`src/rtl/swd_xfer_sched.sv`:
```
// rtl/swd_xfer_sched.sv - SWD transfer scheduler: two-way round-robin, header build, WAIT retry, status response
module swd_xfer_sched #(
  parameter int RETRY_MAX   = 8,
  parameter int IDLE_CYCLES = 2
) (
  input  logic        sck,
  input  logic        rst_n,
  input  logic        req0_valid,
  output logic        req0_ready,
  input  logic        req0_apndp,
  input  logic        req0_rnw,
  input  logic [1:0]  req0_addr,
  input  logic [31:0] req0_wdata,
  input  logic        req1_valid,
  output logic        req1_ready,
  input  logic        req1_apndp,
  input  logic        req1_rnw,
  input  logic [1:0]  req1_addr,
  input  logic [31:0] req1_wdata,
  output logic        eng_start,
  output logic [7:0]  eng_req,
  output logic        eng_rnw,
  output logic [31:0] eng_wdata,
  input  logic        eng_done,
  input  logic [2:0]  eng_ack,
  input  logic [31:0] eng_rdata,
  input  logic        eng_rpar_err,
  output logic        rsp_valid,
  output logic        rsp_src,
  output logic [2:0]  rsp_status,
  output logic [2:0]  rsp_ack,
  output logic [31:0] rsp_rdata,
  output logic [3:0]  rsp_retries
);
  typedef enum logic [2:0] {
    S_IDLE, S_ISSUE, S_BUSY, S_GAP_RETRY, S_RESP, S_GAP_END
  } state_t;

  localparam logic [3:0] RMAX     = 4'(RETRY_MAX);
  localparam logic [3:0] GAP_LAST = 4'(IDLE_CYCLES - 1);
  localparam logic [2:0] ST_OK = 3'd0, ST_WAIT_TO = 3'd1, ST_FAULT = 3'd2,
                         ST_PROTO = 3'd3, ST_PARITY = 3'd4;

  state_t      state_q, state_d;
  logic        last_grant_q, last_grant_d;
  logic        src_q, src_d;
  logic [7:0]  eng_req_q, eng_req_d;
  logic        eng_rnw_q, eng_rnw_d;
  logic [31:0] eng_wdata_q, eng_wdata_d;
  logic [3:0]  retries_q, retries_d;
  logic [3:0]  gap_q, gap_d;
  logic        rsp_src_q, rsp_src_d;
  logic [2:0]  rsp_status_q, rsp_status_d;
  logic [2:0]  rsp_ack_q, rsp_ack_d;
  logic [31:0] rsp_rdata_q, rsp_rdata_d;
  logic [3:0]  rsp_retries_q, rsp_retries_d;

  logic        grant0, grant1;
  logic        sel_apndp, sel_rnw;
  logic [1:0]  sel_addr;
  logic [31:0] sel_wdata;
  logic [7:0]  hdr;
  logic        term;
  logic [2:0]  term_status;
  logic [31:0] term_rdata;

  // last_grant_q resets to 1 so req0 takes the first tie
  assign grant0 = (state_q == S_IDLE) & req0_valid & (~req1_valid | last_grant_q);
  assign grant1 = (state_q == S_IDLE) & req1_valid & (~req0_valid | ~last_grant_q);

  assign sel_apndp = grant1 ? req1_apndp : req0_apndp;
  assign sel_rnw   = grant1 ? req1_rnw   : req0_rnw;
  assign sel_addr  = grant1 ? req1_addr  : req0_addr;
  assign sel_wdata = grant1 ? req1_wdata : req0_wdata;
  assign hdr = {1'b1, 1'b0, sel_apndp ^ sel_rnw ^ sel_addr[0] ^ sel_addr[1],
                sel_addr[1], sel_addr[0], sel_rnw, sel_apndp, 1'b1};

  always_comb begin
    state_d       = state_q;
    last_grant_d  = last_grant_q;
    src_d         = src_q;
    eng_req_d     = eng_req_q;
    eng_rnw_d     = eng_rnw_q;
    eng_wdata_d   = eng_wdata_q;
    retries_d     = retries_q;
    gap_d         = gap_q;
    rsp_src_d     = rsp_src_q;
    rsp_status_d  = rsp_status_q;
    rsp_ack_d     = rsp_ack_q;
    rsp_rdata_d   = rsp_rdata_q;
    rsp_retries_d = rsp_retries_q;
    term          = 1'b0;
    term_status   = ST_PROTO;
    term_rdata    = 32'd0;
    case (state_q)
      S_IDLE: begin
        if (grant0 | grant1) begin
          src_d        = grant1;
          last_grant_d = grant1;
          eng_req_d    = hdr;
          eng_rnw_d    = sel_rnw;
          eng_wdata_d  = sel_wdata;
          retries_d    = 4'd0;
          state_d      = S_ISSUE;
        end
      end
      S_ISSUE: state_d = S_BUSY;
      S_BUSY: begin
        if (eng_done) begin
          term = 1'b1;
          case (eng_ack)
            3'b001: begin
              if (eng_rnw_q && eng_rpar_err) begin
                term_status = ST_PARITY;
              end else begin
                term_status = ST_OK;
                term_rdata  = eng_rnw_q ? eng_rdata : 32'd0;
              end
            end
            3'b010: begin
              if (retries_q < RMAX) begin
                term      = 1'b0;
                retries_d = retries_q + 4'd1;
                gap_d     = 4'd0;
                state_d   = S_GAP_RETRY;
              end else begin
                term_status = ST_WAIT_TO;
              end
            end
            3'b100:  term_status = ST_FAULT;
            default: term_status = ST_PROTO;
          endcase
          // rsp_* only move on a terminal outcome so they hold between responses
          if (term) begin
            rsp_src_d     = src_q;
            rsp_status_d  = term_status;
            rsp_ack_d     = eng_ack;
            rsp_rdata_d   = term_rdata;
            rsp_retries_d = retries_q;
            state_d       = S_RESP;
          end
        end
      end
      S_GAP_RETRY: begin
        if (gap_q == GAP_LAST) state_d = S_ISSUE;
        else gap_d = gap_q + 4'd1;
      end
      S_RESP: begin
        gap_d   = 4'd0;
        state_d = S_GAP_END;
      end
      S_GAP_END: begin
        if (gap_q == GAP_LAST) state_d = S_IDLE;
        else gap_d = gap_q + 4'd1;
      end
      default: state_d = S_IDLE;
    endcase
  end

  always_ff @(posedge sck or negedge rst_n) begin
    if (!rst_n) begin
      state_q       <= S_IDLE;
      last_grant_q  <= 1'b1;
      src_q         <= 1'b0;
      eng_req_q     <= 8'h00;
      eng_rnw_q     <= 1'b0;
      eng_wdata_q   <= 32'd0;
      retries_q     <= 4'd0;
      gap_q         <= 4'd0;
      rsp_src_q     <= 1'b0;
      rsp_status_q  <= 3'd0;
      rsp_ack_q     <= 3'd0;
      rsp_rdata_q   <= 32'd0;
      rsp_retries_q <= 4'd0;
    end else begin
      state_q       <= state_d;
      last_grant_q  <= last_grant_d;
      src_q         <= src_d;
      eng_req_q     <= eng_req_d;
      eng_rnw_q     <= eng_rnw_d;
      eng_wdata_q   <= eng_wdata_d;
      retries_q     <= retries_d;
      gap_q         <= gap_d;
      rsp_src_q     <= rsp_src_d;
      rsp_status_q  <= rsp_status_d;
      rsp_ack_q     <= rsp_ack_d;
      rsp_rdata_q   <= rsp_rdata_d;
      rsp_retries_q <= rsp_retries_d;
    end
  end

  assign req0_ready  = grant0;
  assign req1_ready  = grant1;
  assign eng_start   = (state_q == S_ISSUE);
  assign eng_req     = eng_req_q;
  assign eng_rnw     = eng_rnw_q;
  assign eng_wdata   = eng_wdata_q;
  assign rsp_valid   = (state_q == S_RESP);
  assign rsp_src     = rsp_src_q;
  assign rsp_status  = rsp_status_q;
  assign rsp_ack     = rsp_ack_q;
  assign rsp_rdata   = rsp_rdata_q;
  assign rsp_retries = rsp_retries_q;
endmodule

```
`config.mk`:
```
export PLATFORM = sky130hd
export DESIGN_NAME = swd_xfer_sched
export DESIGN_NICKNAME = d
export VERILOG_FILES = /design/src/rtl/swd_xfer_sched.sv
export SDC_FILE = /design/constraint.sdc
export NUM_CORES = 1
export LEC_CHECK = 0
export ABC_CLOCK_PERIOD_IN_PS = 2500
export BUFFER_PORTS_ARGS = -buffer_cell sky130_fd_sc_hd__buf_4
export CAP_MARGIN = 20
export CORE_MARGIN = 2
export CORE_UTILIZATION = 50
export CTS_CLUSTER_SIZE = 8
export DETAILED_ROUTE_END_ITERATION = 6
export GPL_TIMING_DRIVEN = 1
export HOLD_SLACK_MARGIN = 0.02
export PLACE_DENSITY = 0.93
export SETUP_SLACK_MARGIN = 0.15
export SLEW_MARGIN = 30
export SYNTH_ARGS = -nofsm -noshare
export SYNTH_HDL_FRONTEND = slang
export SYNTH_SLANG_ARGS = --single-unit
```
`constraint.sdc`:
```
create_clock -name sck -period 2.5 [get_ports sck]
set_input_delay 0.375 -clock sck [delete_from_list [all_inputs] [get_ports sck]]
set_output_delay 0.375 -clock sck [all_outputs]
set_load 0.1 [all_outputs]
```
==> impl_metrics.yaml <==
yosys:
  synth.largest_area_cell: "dfrtp_1"
  synth_area_sq_um: 4200
  syn_area_per_cell_sq_um: 11.6
  async_flop_share_pct: 100
  synth_top_cell_area_share_pct: 55.4
  synth_seq_area_share_pct: 56.1
  synthDistinctLibCells: 43
  synth_most_common_cell: "dfrtp_1"
  yosys_warnings: 0
  synth_area_leaders: "dfrtp_1 55%, mux2i_1 8.8%, a22o_1 6.7%"
  synth_edf_count: 0
  synth_fp_nets: 478
  synth_flop_cell: "dfrtp_1"
  synth.cells.most_frequent: "93 x dfrtp_1, 55 x nand2_1, 40 x o21ai_0"
  synthCells: 362
  synth-seq-cells: 94
detailed_routing:
  drtIter0Drc: 179
  drc_errors: 0
  wl_um: 10900
  dr.pass1.iters: 4
  dr_total_vias: 3559
  via_per_inst: 5.38
  ant_nets: 0
  post_drt_wl_per_cell_um: 16.4
placement:
  placed_cell_area_sq_um: 5730
  gp_congestion: 0.784
  dp_hpwl_um: 8240
  io_buffers: 199
floorplanning:
  core_sq_um: 8180
  start_util_pct: 51.3
  rows: 33
  ios: 201
  dieArea_sq_um: 9140
  die_w_um: 95.6
  die_y_um: 95.6
clock_tree:
  cts_max_path_buffers: 2
  ctsHoldBuffers: 0
  cts_setup_buffers: 0
  ctsResizeCount: 0
  htreeDepth: 3
  cts_tree: "built"
  clockRootBuffer: "clkbuf_8"
  cts_buffers: 9
  clkSinkCount: 94
  path_clk_slew_ns: 0.09
  clkLatencyLatePin_ns: 0.35
min_path:
  hold_path_class: "input pin to asynchronous set/reset pin"
timing:
  tightest_slew_ns: 0.646
  hold_viol: 0
  rsz0062_at_grt: "false"
  setup_viol: 0
  period_share_pct: 86.9
  max_slew_margin_pct: 56.5
  period_minus_slack_ns: 2.17
  drv_slew: 0
  fin_skew_ns: 0.0116
  fmax_mhz: 460
  fin_tns_setup_ns: 0
power:
  peakVddDrop_mv: 1.04
  power_density_nw_per_um2: 1480
  leakage_nw: 3.18
grt:
  grt.total_usage_pct: 23.2
  grt_max_degree: 50
  grt_antenna_before_repair: 0
  grt_pass1_wl_um: 16300
  grt_pass1_vias: 3445
  overflow: 0
final_layout:
  drive_gt1_share_pct: 43.5
  syn_to_final_growth_pct: 42.4
  nets: 667
  final_area_sq_um: 5980
  antennaDiodeCount: 0
critical_path:
  start_kind: "flip-flop"
  cp_max_fo: 16
  critPathKind: "flip-flop to output port"
  cp.arrival_ns: 1.80
  critPathCaptureType: "output port"
  cp.required_ns: 2.12
flow_run:
  cap_violations: 0
outcome:
  status: "complete, no violations"
-- cell families (layout without fill, tap and decap cells) --
group | Yosys count | in the layout | synth area share [%]
compound gates | 89 | 89 | 14.6
xor+xnor | 10 | 10 | 2.09
fa+ha+maj | 3 | 3 | 0.894
buf+inv | 31 | 225 | 4.41
flops | 94 | 94 | 56.1
mux | 45 | 45 | 11.1
other cells | 1 | 1 | 0.0893
simple gates | 89 | 89 | 10.7
-- layout by cell type, fill, tap and decap left out, types with 2 or more instances in the layout --
| cell type | count |
|---|---|
| nand2b_1 | 4 |
| nor3_1 | 2 |
| dfrtp_2 | 2 |
| a22o_1 | 32 |
| mux2_4 | 2 |
| mux2_2 | 6 |
| xor2_1 | 2 |
| bufinv_16 | 3 |
| nor3b_1 | 3 |
| xnor2_1 | 8 |
| mux2i_1 | 37 |
| buf_4 | 204 |
| nand3_1 | 8 |
| o2bb2ai_1 | 2 |
| nor2_1 | 5 |
| dfrtp_1 | 91 |
| clkbuf_8 | 10 |
| nand4_1 | 3 |
| o21a_1 | 3 |
| nand2_1 | 55 |
| a21oi_1 | 3 |
| ha_1 | 3 |
| o21ai_0 | 40 |
| inv_1 | 3 |
-- where the power goes --
group / total, mW / internal, mW / leakage, nW / switching (mW)
Combinational: 5.20 / 1.19 / 1.85 / 4.01
Sequential: 2.44 / 2.01 / 1.21 / 0.426
Clock: 1.20 / 0.694 / 0.120 / 0.510
Total: 8.85 / 3.90 / 3.18 / 4.94
-- metrics by stage --
| stage | setup WS [ns] | hold slack [ns] | instances | total power [mW] | util [%] |
|---|---|---|---|---|---|
| after global placement | 0.595 | 0.404 | 645 | 7.53 | 70.0 |
| after CTS | 0.176 | 0.0285 | 661 | 8.91 | 73.1 |
| after detailed placement | 0.517 | 0.417 | 645 | 7.69 | 70.0 |
| final | 0.327 | 0.0219 | 661 | 8.85 | 73.1 |
| after global routing | 0.198 | 0.0471 | 661 | 9.25 | 73.1 |
| after floorplan | 0.156 | 0.0794 | 362 | 6.49 | - |
-- worst paths after layout --
path | start | to | slack (ns) | depth (start not counted)
max in group asynchronous | rst_n | last_grant_q | 1.75 | 2
setup reg to reg | state_q[2] | rsp_rdata[11] | 0.55 | 5
hold reg to reg | last_grant_q | last_grant_q | 0.49 | 2
hold / removal | rst_n | rsp_ack[2] | 0.02 | 1
min in group sck | req1_wdata[15] | eng_wdata[15] | 0.23 | 3
setup / recovery | state_q[1] | req1_ready | 0.33 | 4
-- critical path, stage by stage (launching register included) --
cell	delay, ns
dfrtp_2	0.53
nor3_2	0.28
nand3_1	0.22
inv_2	0.12
buf_4	0.29
-- cell type report --
class | count | area [sq um]
Clock inverter | 5 | 106
Inverter | 4 | 15.0
Fill cell | 564 | 2200
Sequential cell | 94 | 2360
Clock buffer | 11 | 141
Tap cell | 105 | 131
Timing Repair Buffer | 205 | 1550
Multi-Input combinational cell | 237 | 1680
-- state kept, by name, indices dropped and copies added, names as in the netlist --
signal	cells
eng_wdata	32
rsp_rdata	32
rsp_retries	4
gap_q	4
rsp_ack	3
eng_req	6
rsp_status	3
rsp_src	1
last_grant_q	1
retries_q	4
src_q	1
state_q	3
-- metal layers --
layer / track usage (%) / vias up / wire length (um)
met5: 0 / - / 0
met3: 6.96 / 16 / 1020
met1: 27.9 / 1711 / 4250
li1: - / 1654 / -
met4: 8.81 / 0 / 220
met2: 39.2 / 178 / 5350
Note: power is estimated with default switching activity, not from simulation.
